**src/rtl/reg_writeback.sv**
```systemverilog
`timescale 1ns/1ps
`default_nettype none
// ============================================================================
// Module   : reg_writeback (with package corePckg)
// Purpose  : Write-back arbiter for the register-file write port. Merges the
//            single-cycle ALU result path and the variable-latency load path.
//            Load results are buffered in a small FIFO. The ALU normally wins
//            the port, and a starvation counter forces a load drain after
//            STARVE_LIMIT consecutive ALU wins while loads are waiting.
//            A pending-write bitmap lets decode stall on queued destinations.
//
// Ports    : iClk       - clock
//            iRstN      - asynchronous active-low reset
//            iAluValid  - ALU result valid
//            iAluAddr   - ALU destination register
//            iAluData   - ALU result
//            oAluReady  - ALU result accepted when iAluValid && oAluReady
//            iLdValid   - load result valid
//            iLdAddr    - load destination register
//            iLdData    - load data
//            oLdReady   - load accepted when iLdValid && oLdReady
//            rdCntrl    - registered write control {en, addr}
//            rdData     - registered write data
//            oPending   - bit i set while a FIFO entry targets register i
//
// Options  : WB_LD_BYPASS_EN - when defined, a load arriving with the FIFO
//            empty and the ALU idle is written straight to the output
//            register (one cycle earlier) instead of being queued.
//
// Revision : 1.0 - initial release
// ============================================================================

package corePckg;
    localparam int cRegSelBitW = 5;
    localparam int cRegNum     = 32;
    localparam int cDataWidth  = 32;

    typedef struct packed {
        logic                   en;
        logic [cRegSelBitW-1:0] addr;
    } tRegControl;
endpackage

module reg_writeback
    import corePckg::*;
#(
    parameter int LD_FIFO_DEPTH = 4,
    parameter int STARVE_LIMIT  = 8
) (
    input  logic                   iClk,
    input  logic                   iRstN,

    input  logic                   iAluValid,
    input  logic [cRegSelBitW-1:0] iAluAddr,
    input  logic [cDataWidth-1:0]  iAluData,
    output logic                   oAluReady,

    input  logic                   iLdValid,
    input  logic [cRegSelBitW-1:0] iLdAddr,
    input  logic [cDataWidth-1:0]  iLdData,
    output logic                   oLdReady,

    output tRegControl             rdCntrl,
    output logic [cDataWidth-1:0]  rdData,
    output logic [cRegNum-1:0]     oPending
);

    // ------------------------------------------------------------------------
    // Derived sizes
    // ------------------------------------------------------------------------
    localparam int cIdxW = $clog2(LD_FIFO_DEPTH);
    localparam int cPtrW = cIdxW + 1;
    localparam int cCntW = $clog2(STARVE_LIMIT + 1);

    localparam logic [cCntW-1:0] cStarveLim = cCntW'(STARVE_LIMIT);

    // Write-port source chosen this cycle
    typedef enum logic [1:0] {
        SEL_IDLE     = 2'd0,
        SEL_ALU      = 2'd1,
        SEL_LD       = 2'd2,
        SEL_FORCE_LD = 2'd3
    } tSel_e;

    // ------------------------------------------------------------------------
    // State
    // ------------------------------------------------------------------------
    logic [cRegSelBitW-1:0] fifoAddr_q [LD_FIFO_DEPTH];
    logic [cDataWidth-1:0]  fifoData_q [LD_FIFO_DEPTH];

    logic [cPtrW-1:0]      wrPtr_q,   wrPtr_d;
    logic [cPtrW-1:0]      rdPtr_q,   rdPtr_d;
    logic [cCntW-1:0]      starve_q,  starve_d;
    tRegControl            rdCntrl_q, rdCntrl_d;
    logic [cDataWidth-1:0] rdData_q,  rdData_d;

    // ------------------------------------------------------------------------
    // FIFO status, all from registered pointers
    // ------------------------------------------------------------------------
    logic                     fifoEmpty;
    logic                     fifoFull;
    logic [cPtrW-1:0]         fifoOcc;
    logic [cIdxW-1:0]         wrIdx;
    logic [cIdxW-1:0]         rdIdx;
    logic [cRegSelBitW-1:0]   headAddr;
    logic [cDataWidth-1:0]    headData;
    logic                     forceLd;

    assign wrIdx     = wrPtr_q[cIdxW-1:0];
    assign rdIdx     = rdPtr_q[cIdxW-1:0];
    assign fifoEmpty = (wrPtr_q == rdPtr_q);
    // Extra pointer bit disambiguates full from empty.
    assign fifoFull  = (wrPtr_q[cPtrW-1] != rdPtr_q[cPtrW-1]) && (wrIdx == rdIdx);
    assign fifoOcc   = wrPtr_q - rdPtr_q;
    assign headAddr  = fifoAddr_q[rdIdx];
    assign headData  = fifoData_q[rdIdx];

    // A full FIFO is drained even before the counter expires so that the load
    // path is never blocked by a continuous ALU stream for more than one slot.
    assign forceLd   = (!fifoEmpty && (starve_q == cStarveLim)) || fifoFull;

    assign oAluReady = !forceLd;
    assign oLdReady  = !fifoFull;

    // ------------------------------------------------------------------------
    // Arbitration and next-state
    // ------------------------------------------------------------------------
    tSel_e sel;
    logic  ldAccept;
    logic  enq;
    logic  deq;
`ifdef WB_LD_BYPASS_EN
    logic  ldBypass;
`endif

    always_comb begin
        sel = SEL_IDLE;
        if (forceLd) begin
            sel = SEL_FORCE_LD;
        end else if (iAluValid) begin
            sel = SEL_ALU;
        end else if (!fifoEmpty) begin
            sel = SEL_LD;
        end
    end

    always_comb begin
        ldAccept = iLdValid && !fifoFull;
`ifdef WB_LD_BYPASS_EN
        // Only an otherwise idle cycle may take the load directly; the FIFO is
        // necessarily empty then, so write order is preserved.
        ldBypass = ldAccept && (sel == SEL_IDLE);
        enq      = ldAccept && (iLdAddr != '0) && !ldBypass;
`else
        // Loads to x0 are consumed here and never reach the FIFO.
        enq      = ldAccept && (iLdAddr != '0);
`endif
    end

    always_comb begin
        rdCntrl_d    = rdCntrl_q;
        rdCntrl_d.en = 1'b0;
        rdData_d     = rdData_q;
        starve_d     = '0;
        deq          = 1'b0;

        unique case (sel)
            SEL_FORCE_LD, SEL_LD: begin
                deq            = 1'b1;
                rdCntrl_d.en   = 1'b1;
                rdCntrl_d.addr = headAddr;
                rdData_d       = headData;
            end
            SEL_ALU: begin
                if (iAluAddr != '0) begin
                    rdCntrl_d.en   = 1'b1;
                    rdCntrl_d.addr = iAluAddr;
                    rdData_d       = iAluData;
                end
                // Counter only tracks wins taken while a load is waiting; it
                // cannot pass the limit because the limit forces a drain.
                if (!fifoEmpty) begin
                    starve_d = starve_q + cCntW'(1);
                end
            end
            default: begin
`ifdef WB_LD_BYPASS_EN
                if (ldBypass && (iLdAddr != '0)) begin
                    rdCntrl_d.en   = 1'b1;
                    rdCntrl_d.addr = iLdAddr;
                    rdData_d       = iLdData;
                end
`endif
            end
        endcase

        wrPtr_d = wrPtr_q;
        rdPtr_d = rdPtr_q;
        if (enq) begin
            wrPtr_d = wrPtr_q + cPtrW'(1);
        end
        if (deq) begin
            rdPtr_d = rdPtr_q + cPtrW'(1);
        end
    end

    // ------------------------------------------------------------------------
    // Registers
    // ------------------------------------------------------------------------
    always_ff @(posedge iClk or negedge iRstN) begin
        if (!iRstN) begin
            wrPtr_q   <= '0;
            rdPtr_q   <= '0;
            starve_q  <= '0;
            rdCntrl_q <= '0;
            rdData_q  <= '0;
        end else begin
            wrPtr_q   <= wrPtr_d;
            rdPtr_q   <= rdPtr_d;
            starve_q  <= starve_d;
            rdCntrl_q <= rdCntrl_d;
            rdData_q  <= rdData_d;
        end
    end

    // Storage needs no reset: slots are only observed while inside the
    // rd..wr window, and reset empties that window.
    always_ff @(posedge iClk) begin
        if (enq) begin
            fifoAddr_q[wrIdx] <= iLdAddr;
            fifoData_q[wrIdx] <= iLdData;
        end
    end

    assign rdCntrl = rdCntrl_q;
    assign rdData  = rdData_q;

    // ------------------------------------------------------------------------
    // Pending bitmap: a slot is live when its distance from the read index is
    // below the occupancy.
    // ------------------------------------------------------------------------
    logic [LD_FIFO_DEPTH-1:0] slotValid;

    for (genvar s = 0; s < LD_FIFO_DEPTH; s++) begin : g_slot
        logic [cIdxW-1:0] slotOff;
        assign slotOff      = cIdxW'(s) - rdIdx;
        assign slotValid[s] = ({1'b0, slotOff} < fifoOcc);
    end

    always_comb begin
        oPending = '0;
        for (int s = 0; s < LD_FIFO_DEPTH; s++) begin
            if (slotValid[s]) begin
                oPending[fifoAddr_q[s]] = 1'b1;
            end
        end
    end

endmodule

`default_nettype wire

```
**config.mk**
```make
export PLATFORM = sky130hd
export DESIGN_NAME = reg_writeback
export DESIGN_NICKNAME = d
export VERILOG_FILES = /design/src/rtl/reg_writeback.sv
export SDC_FILE = /design/constraint.sdc
export NUM_CORES = 1
export LEC_CHECK = 0
export CORE_AREA = 2 2 180 182
export DETAILED_ROUTE_END_ITERATION = 6
export DIE_AREA = 0 0 182 184
export PLACE_DENSITY = 0.47
export SLEW_MARGIN = 20
export SYNTH_ARGS = -nofsm -noshare
export SYNTH_HDL_FRONTEND = slang
export SYNTH_SLANG_ARGS = --single-unit
```
**constraint.sdc**
```tcl
create_clock -name iClk -period 3.78 [get_ports iClk]
set_input_delay 0.378 -clock iClk [delete_from_list [all_inputs] [get_ports iClk]]
set_output_delay 0.378 -clock iClk [all_outputs]
set_load 0.1 [all_outputs]
```
-- Yosys cells after proc, flatten, opt, wreduce, memory -nomap -nowiden
Memories as Yosys holds them, arrays and structs flattened.
Index checks and enable logic that the tools add are counted.
- $add $sub $neg: 8
- multipliers: 0
- divide/modulo/power cells: 0
- $lt $le $gt $ge: 12
- equal/unequal tests: 8
- shifts and indexed selects: 0
- mux-type cells: 24
- bitwise logic cells: 3
- reductions and logical operators: 17
- operators by type and width (operator ; count):
    $mux W32 ; 5
    $or A32 B32 Y32 ; 3
    $pmux W32 S2 ; 1
    $lt A5 B6 Y1 const B ; 4
    $demux W1 S5 ; 4
    $ge A5 B1 Y1 const B ; 4
    $lt A2 B3 Y1 ; 4
    $pmux W6 S2 ; 1
    $reduce_bool A5 Y1 ; 2
    $logic_and A1 B1 Y1 ; 8
    $mux W4 ; 2
    $mux W1 ; 7
    $add A3 B1 Y3 const B ; 2
    $mux W2 ; 3
    $mux W6 ; 1
    $add A4 B1 Y4 const B ; 1
    $eq A2 B2 Y1 const B ; 2
    $eq A4 B4 Y1 const B ; 1
    $sub A1 B2 Y2 const A ; 2
    $sub A2 B2 Y2 const A ; 2
    $eq A3 B3 Y1 ; 1
    $logic_not A1 Y1 ; 3
    $sub A3 B3 Y3 ; 1
    $eq A2 B1 Y1 const B ; 1
    7 further kinds ; 7
- register bits after elaboration: 48
- bits in latches: 0
- RAM bits: 148
- memory bits (read-only): 0
- input bits: 78
- output and inout bits: 72
- memories kept: 2
- memories (name ; words ; bits a word ; rd ports ; clocked after Yosys merged registers in ; wr ports ; RTL line ; source):
    fifoData_q ; 4 ; 32 ; 1 ; 0 ; 1 ; 89 ; logic [cDataWidth-1:0] fifoData_q [LD_FIFO_DEPTH];
    fifoAddr_q ; 4 ; 5 ; 5 ; 0 ; 1 ; 88 ; logic [cRegSelBitW-1:0] fifoAddr_q [LD_FIFO_DEPTH];

-- Depth between registers and ports, before layout
- depth in word-level cells: 11
- mapped depth: 11
- mapped depth without buffers: 10

-- Least setup slack after synthesis
No wires, ideal clock.
- path type: register to output
- start: register rdPtr_q[1]
- end: output port oPending[24]
- data arrival time: 3.939 ns
- data required time: 3.402 ns
- setup slack: -0.537 ns
- cell stages (with the launch flop): 12
- cell sequence: dfrtp_1 buf_2 clkbuf_8 inv_1 fa_1 inv_1 ha_1 nor2b_1 o21ai_2 buf_2 nand2_1 o221ai_1
- cells in the longest elaborated chain, start to end: 9
- elaborated cells between the ends (all ways): 16
- RTL lines (item ; RTL line ; source):
    from (decl) ; 92 ; logic [cPtrW-1:0] rdPtr_q, rdPtr_d;
    from (signal assigned) ; 219 ; rdPtr_q <= rdPtr_d;
    $sub A3 B3 Y3 / $sub A1 B2 Y2 (equally long branches) ; 114, 246 ;
    $lt A2 B3 Y1 ; 247 ; assign slotValid[s] = ({1'b0, slotOff} < fifoOcc);
    $mux W32 ; 253 ; if (slotValid[s]) begin
    $or A32 B32 Y32 (no source line) ; - ;
    $mux W32 ; 253 ;
    $or A32 B32 Y32 (no source line) ; - ;
    $mux W32 ; 253 ;
    $or A32 B32 Y32 (no source line) ; - ;
    $mux W32 * ; 253 ;
    to (decl) ; 65 ; output logic [cRegNum-1:0] oPending
Mark *: on every way between the ends. The rest lies on a longest branch, timed or not.

-- Worst setup path after layout
- start: register wrPtr_q[0]
- end: output port oPending[21]
- cells in the longest elaborated chain, start to end: 9
- elaborated cells between the ends (all ways): 12
- RTL lines (item ; RTL line ; source):
    from (decl) ; 91 ; logic [cPtrW-1:0] wrPtr_q, wrPtr_d;
    from (signal assigned) ; 218 ; wrPtr_q <= wrPtr_d;
    $sub A3 B3 Y3 * ; 114 ; assign fifoOcc = wrPtr_q - rdPtr_q;
    $lt A2 B3 Y1 ; 247 ;
    $mux W32 ; 253 ;
    $or A32 B32 Y32 (no source line) ; - ;
    $mux W32 ; 253 ;
    $or A32 B32 Y32 (no source line) ; - ;
    $mux W32 ; 253 ;
    $or A32 B32 Y32 (no source line) ; - ;
    $mux W32 * ; 253 ;
Marked as above.

==> run_summary.xml <==
<?xml version="1.0" encoding="UTF-8"?>
<metrics>
  <group name="global_routing">
    <metric name="grt_pass1_wl" unit="mm">41.23</metric>
    <metric name="global_route.usage.total" unit="%">16.40</metric>
    <metric name="antenna_found_initial" unit="">1</metric>
    <metric name="grt_pass1_vias" unit="">6687</metric>
    <metric name="global_route.overflow_total" unit="">0</metric>
    <metric name="grt_start_max_net_pins" unit="">49</metric>
  </group>
  <group name="clock_tree">
    <metric name="h-tree-depth" unit="">4</metric>
    <metric name="tritoncts_clock_tree" unit="">built</metric>
    <metric name="cts-root-to-sink-buffers" unit="">2</metric>
    <metric name="cts.root.buffer_cell" unit="">sky130_fd_sc_hd__clkbuf_16</metric>
    <metric name="postCtsHoldBufs" unit="">0</metric>
    <metric name="reg_clk_slew_reported_paths" unit="ns">0.08</metric>
    <metric name="numCtsBuffers" unit="">17</metric>
    <metric name="clock_sinks" unit="">196</metric>
    <metric name="clock_network_latency_to_the_later_pin_of_the_worst_skew_pair" unit="ns">0.44</metric>
  </group>
  <group name="timing">
    <metric name="final_setup_violation_count" unit="">0</metric>
    <metric name="maxSlewViolCount" unit="">0</metric>
    <metric name="final.min_clock_period" unit="ns">3.698</metric>
    <metric name="hold_violations" unit="">0</metric>
    <metric name="worst_slew_pin_slew" unit="ns">1.059</metric>
    <metric name="finalClockSkew" unit="ns">0.02592</metric>
    <metric name="setup_repair_after_global_routing_missed_its_margin" unit="">yes</metric>
    <metric name="max_freq" unit="MHz">270.4</metric>
    <metric name="timing.setup.tns" unit="ns">0</metric>
    <metric name="final_min_period_over_clock_period" unit="%">97.82</metric>
    <metric name="hold_slack" unit="ns">0.06361</metric>
    <metric name="maxSlewHeadroom" unit="%">29.43</metric>
  </group>
  <group name="synthesis">
    <metric name="number_of_synthesized_flops_with_an_enable_pin" unit="">148</metric>
    <metric name="synth_nets" unit="">734</metric>
    <metric name="synth_fa_ha_area_share" unit="%">2.087</metric>
    <metric name="ys_warn_count" unit="">0</metric>
    <metric name="synth_compound_gate_area_share" unit="%">7.892</metric>
    <metric name="synth_cell_type_count" unit="">51</metric>
    <metric name="synth_async_sr_flop_share" unit="%">24.49</metric>
    <metric name="netlist_area" unit="um2">9354</metric>
    <metric name="postSynthRegisterBits" unit="">196</metric>
    <metric name="ys_seq_area_share" unit="%">60.35</metric>
    <metric name="post_synthesis_average_cell_area" unit="um2">14.59</metric>
    <metric name="synthXorXnorAreaFrac" unit="%">1.043</metric>
    <metric name="synth_top_family_by_area" unit="">multiplexers</metric>
    <metric name="synthSimpleGateAreaFrac" unit="%">11.32</metric>
    <metric name="postSynth.topFlopCell" unit="">sky130_fd_sc_hd__edfxtp_1</metric>
    <metric name="syn-instance-count" unit="">641</metric>
    <metric name="synth.mux.area_fraction" unit="%">12.85</metric>
  </group>
  <group name="worst_setup_path">
    <metric name="setup.reg_to_reg.worst_slack" unit="ns">1.16</metric>
    <metric name="timing.critical_path.fanout_max" unit="">22</metric>
    <metric name="critPathKind" unit="">flip-flop to primary output</metric>
    <metric name="worstPathArrival" unit="ns">3.32</metric>
    <metric name="critPathCaptureType" unit="">primary output</metric>
    <metric name="reg2reg_depth" unit="">4</metric>
    <metric name="worst_path_dominant_cell_family" unit="">adder cells</metric>
    <metric name="critical_path_buf_inv_count" unit="">5</metric>
    <metric name="regToRegEndpoint" unit="">fifoAddr_q[1][1]</metric>
    <metric name="timing.critical_path.from_type" unit="">flip-flop</metric>
    <metric name="path_common_cell" unit="">sky130_fd_sc_hd__inv_2</metric>
    <metric name="cp_data_required_time" unit="ns">3.40</metric>
    <metric name="cell_breakdown_of_the_critical_path" unit="">inv_2 &gt; ha_4 &gt; inv_1 &gt; fa_1 &gt; inv_2 &gt; ha_1 &gt; nor2b_4 &gt; o21ai_2 &gt; buf_6 &gt; nand2_1 &gt; o221ai_2 &gt; buf_12</metric>
    <metric name="cp_slowest_stage_delay" unit="ns">0.52</metric>
    <metric name="r2r_start" unit="">wrPtr_q[1]</metric>
    <metric name="cp_slowest_cell" unit="">sky130_fd_sc_hd__fa_1</metric>
  </group>
  <group name="job">
    <metric name="max-cap-violations" unit="">0</metric>
  </group>
  <group name="cells_and_area">
    <metric name="flow.area_growth_from_synthesis" unit="%">30.97</metric>
    <metric name="layout-drive-gt1-share" unit="%">21.41</metric>
    <metric name="nNetsFinal" unit="">874</metric>
    <metric name="insertedDiodeCount" unit="">0</metric>
    <metric name="mostFrequentLayoutCells" unit="">sky130_fd_sc_hd__edfxtp_1, sky130_fd_sc_hd__clkdlybuf4s50_1, sky130_fd_sc_hd__nand3_1</metric>
    <metric name="most_common_cell_after_layout_fill_and_taps_aside" unit="">sky130_fd_sc_hd__edfxtp_1</metric>
    <metric name="design_area" unit="um2">12250</metric>
    <metric name="number_of_standard_cells_in_the_layout_taps_in_and_fillers_out" unit="">1196</metric>
  </group>
  <group name="route">
    <metric name="first_pass_iters" unit="">6</metric>
    <metric name="route.vias.total" unit="">6290</metric>
    <metric name="post_drt_via_cell_ratio" unit="">5.259</metric>
    <metric name="routedWlPerCell" unit="um">22.59</metric>
    <metric name="postRouteWirelength" unit="mm">27.02</metric>
    <metric name="drcViolationCount" unit="">0</metric>
    <metric name="drt-initial-drc-count" unit="">518</metric>
    <metric name="postRouteAntennaNets" unit="">0</metric>
  </group>
  <group name="outcome">
    <metric name="status" unit="">finished, final reports clean</metric>
  </group>
  <group name="worst_hold_path">
    <metric name="holdCritPathClass" unit="">primary input to asynchronous set/reset pin</metric>
  </group>
  <group name="placed_design">
    <metric name="placedCellCount" unit="">1161</metric>
    <metric name="dpl_cell_area" unit="um2">11590</metric>
    <metric name="hpwlAfterDp" unit="mm">17.57</metric>
    <metric name="gp_congestion" unit="">0.8593</metric>
    <metric name="place.port_buffers" unit="">149</metric>
  </group>
  <group name="die">
    <metric name="placement_rows" unit="">65</metric>
    <metric name="pin_count" unit="">150</metric>
    <metric name="fp.dieW" unit="um">182</metric>
    <metric name="core" unit="um2">31390</metric>
    <metric name="start_util" unit="%">29.80</metric>
    <metric name="die_h" unit="um">184</metric>
    <metric name="floorplan.die_area" unit="um2">33490</metric>
  </group>
</metrics>
[cell type report]
type	count	area, um2
inverter	13	56.30
timing repair buffer	166	1966
multi-input combinational	387	3477
clock inverter	15	175.2
clock buffer	17	425.4
tap	402	503.0
fill	2906	19140
sequential	196	5648
[routing by layer]
| metal | part of all wire [%] | track usage, % |
|---|---|---|
| met1 | 44 | 21.57 |
| met2 | 48 | 26.98 |
| met3 | 5.6 | 3.784 |
| met4 | 1.9 | 5.097 |
| met5 | 0.048 | 0 |
[kinds of logic (layout without fill, tap and decap cells)]
family                   count (synthesis)  after routing
flip-flops                             196            196
adder cells (fa/ha/maj)                 15             15
buffers and inverters                   59            211
AND/OR/NAND/NOR                        201            201
XOR/XNOR                                 9              9
multiplexers                            70             70
AO/OA/AOI/OAI                           91             92
[registers in the layout, indices dropped and copies added (netlist names)]
| register | cells |
|---|---|
| fifoAddr_q | 20 |
| rdCntrl | 6 |
| fifoData_q | 128 |
| wrPtr_q | 3 |
| rdPtr_q | 3 |
| rdData | 32 |
| starve_q | 4 |
[worst reg2reg max path: cells and delay by family (launching register included)]
kind | cells | cell delay, ns
adders and majority gates | 1 | 0.39
AOI/OAI and AO/OA | 1 | 0.31
DFF | 1 | 0.46
and+or+nand+nor | 2 | 1.04
[Yosys cell counts, types with 2 or more instances]
cell type	count	area [um2]
sky130_fd_sc_hd__nand2_1	34	127.6
sky130_fd_sc_hd__buf_1	3	11.26
sky130_fd_sc_hd__buf_2	5	25.02
sky130_fd_sc_hd__nor2b_1	14	87.58
sky130_fd_sc_hd__ha_1	14	175.2
sky130_fd_sc_hd__clkbuf_8	10	137.6
sky130_fd_sc_hd__a32oi_1	19	166.4
sky130_fd_sc_hd__buf_8	5	75.07
sky130_fd_sc_hd__and3b_1	2	17.52
sky130_fd_sc_hd__and2_1	8	50.05
sky130_fd_sc_hd__a221o_1	5	50.05
sky130_fd_sc_hd__clkbuf_1	17	63.81
sky130_fd_sc_hd__dfrtp_1	48	1201
sky130_fd_sc_hd__mux4_2	27	608.1
sky130_fd_sc_hd__mux4_1	10	262.8
sky130_fd_sc_hd__mux2i_1	32	320.3
sky130_fd_sc_hd__clkbuf_2	2	10.01
sky130_fd_sc_hd__nor3_1	4	20.02
sky130_fd_sc_hd__edfxtp_1	148	4444
sky130_fd_sc_hd__xnor2_1	4	35.03
sky130_fd_sc_hd__or4_1	2	15.01
sky130_fd_sc_hd__nor2_1	15	56.30
sky130_fd_sc_hd__o21ai_0	5	25.02
sky130_fd_sc_hd__nand2b_1	2	12.51
sky130_fd_sc_hd__inv_1	13	48.80
sky130_fd_sc_hd__nand3b_1	7	52.55
sky130_fd_sc_hd__and3_1	3	18.77
sky130_fd_sc_hd__o21ai_2	23	201.4
sky130_fd_sc_hd__o221ai_1	10	87.58
sky130_fd_sc_hd__buf_6	4	45.04
sky130_fd_sc_hd__nand4_1	13	81.33
sky130_fd_sc_hd__o211ai_1	8	60.06
sky130_fd_sc_hd__xor2_1	4	35.03
sky130_fd_sc_hd__nand3_1	83	415.4
sky130_fd_sc_hd__o21ai_1	11	55.05
sky130_fd_sc_hd__a21oi_1	3	15.01
sky130_fd_sc_hd__nor3b_1	10	75.07
[metrics by stage]
step           setup slack [ns]  utilization (%)
3_5_place_dp             0.3390            36.92
3_3_place_gp             0.4061            36.92
2_1_floorplan           -0.2113                -
5_1_grt                -0.04939            39.02
6_report                0.08238            39.02
4_1_cts                0.004376            38.89
[how the worst max path moves through the flow]
stage,startpoint,cells past startpoint,to
global placement,rdPtr_q[0],9,oPending[25]
CTS,wrPtr_q[0],12,oPending[31]
global route,wrPtr_q[0],12,oPending[25]
finish,wrPtr_q[0],12,oPending[21]
floorplan,rdPtr_q[1],11,oPending[11]
detailed placement,wrPtr_q[0],12,oPending[28]
[timing repair]
item	4_1_cts	5_1_grt
endpoints found under the setup margin	28	15
gates cloned	0	1
buffers inserted	0	2
pin swaps	0	4
resized for setup	4	3
Power is not shown: default switching activity piles up to over one toggle a cycle in this logic, so the estimate is an artifact.
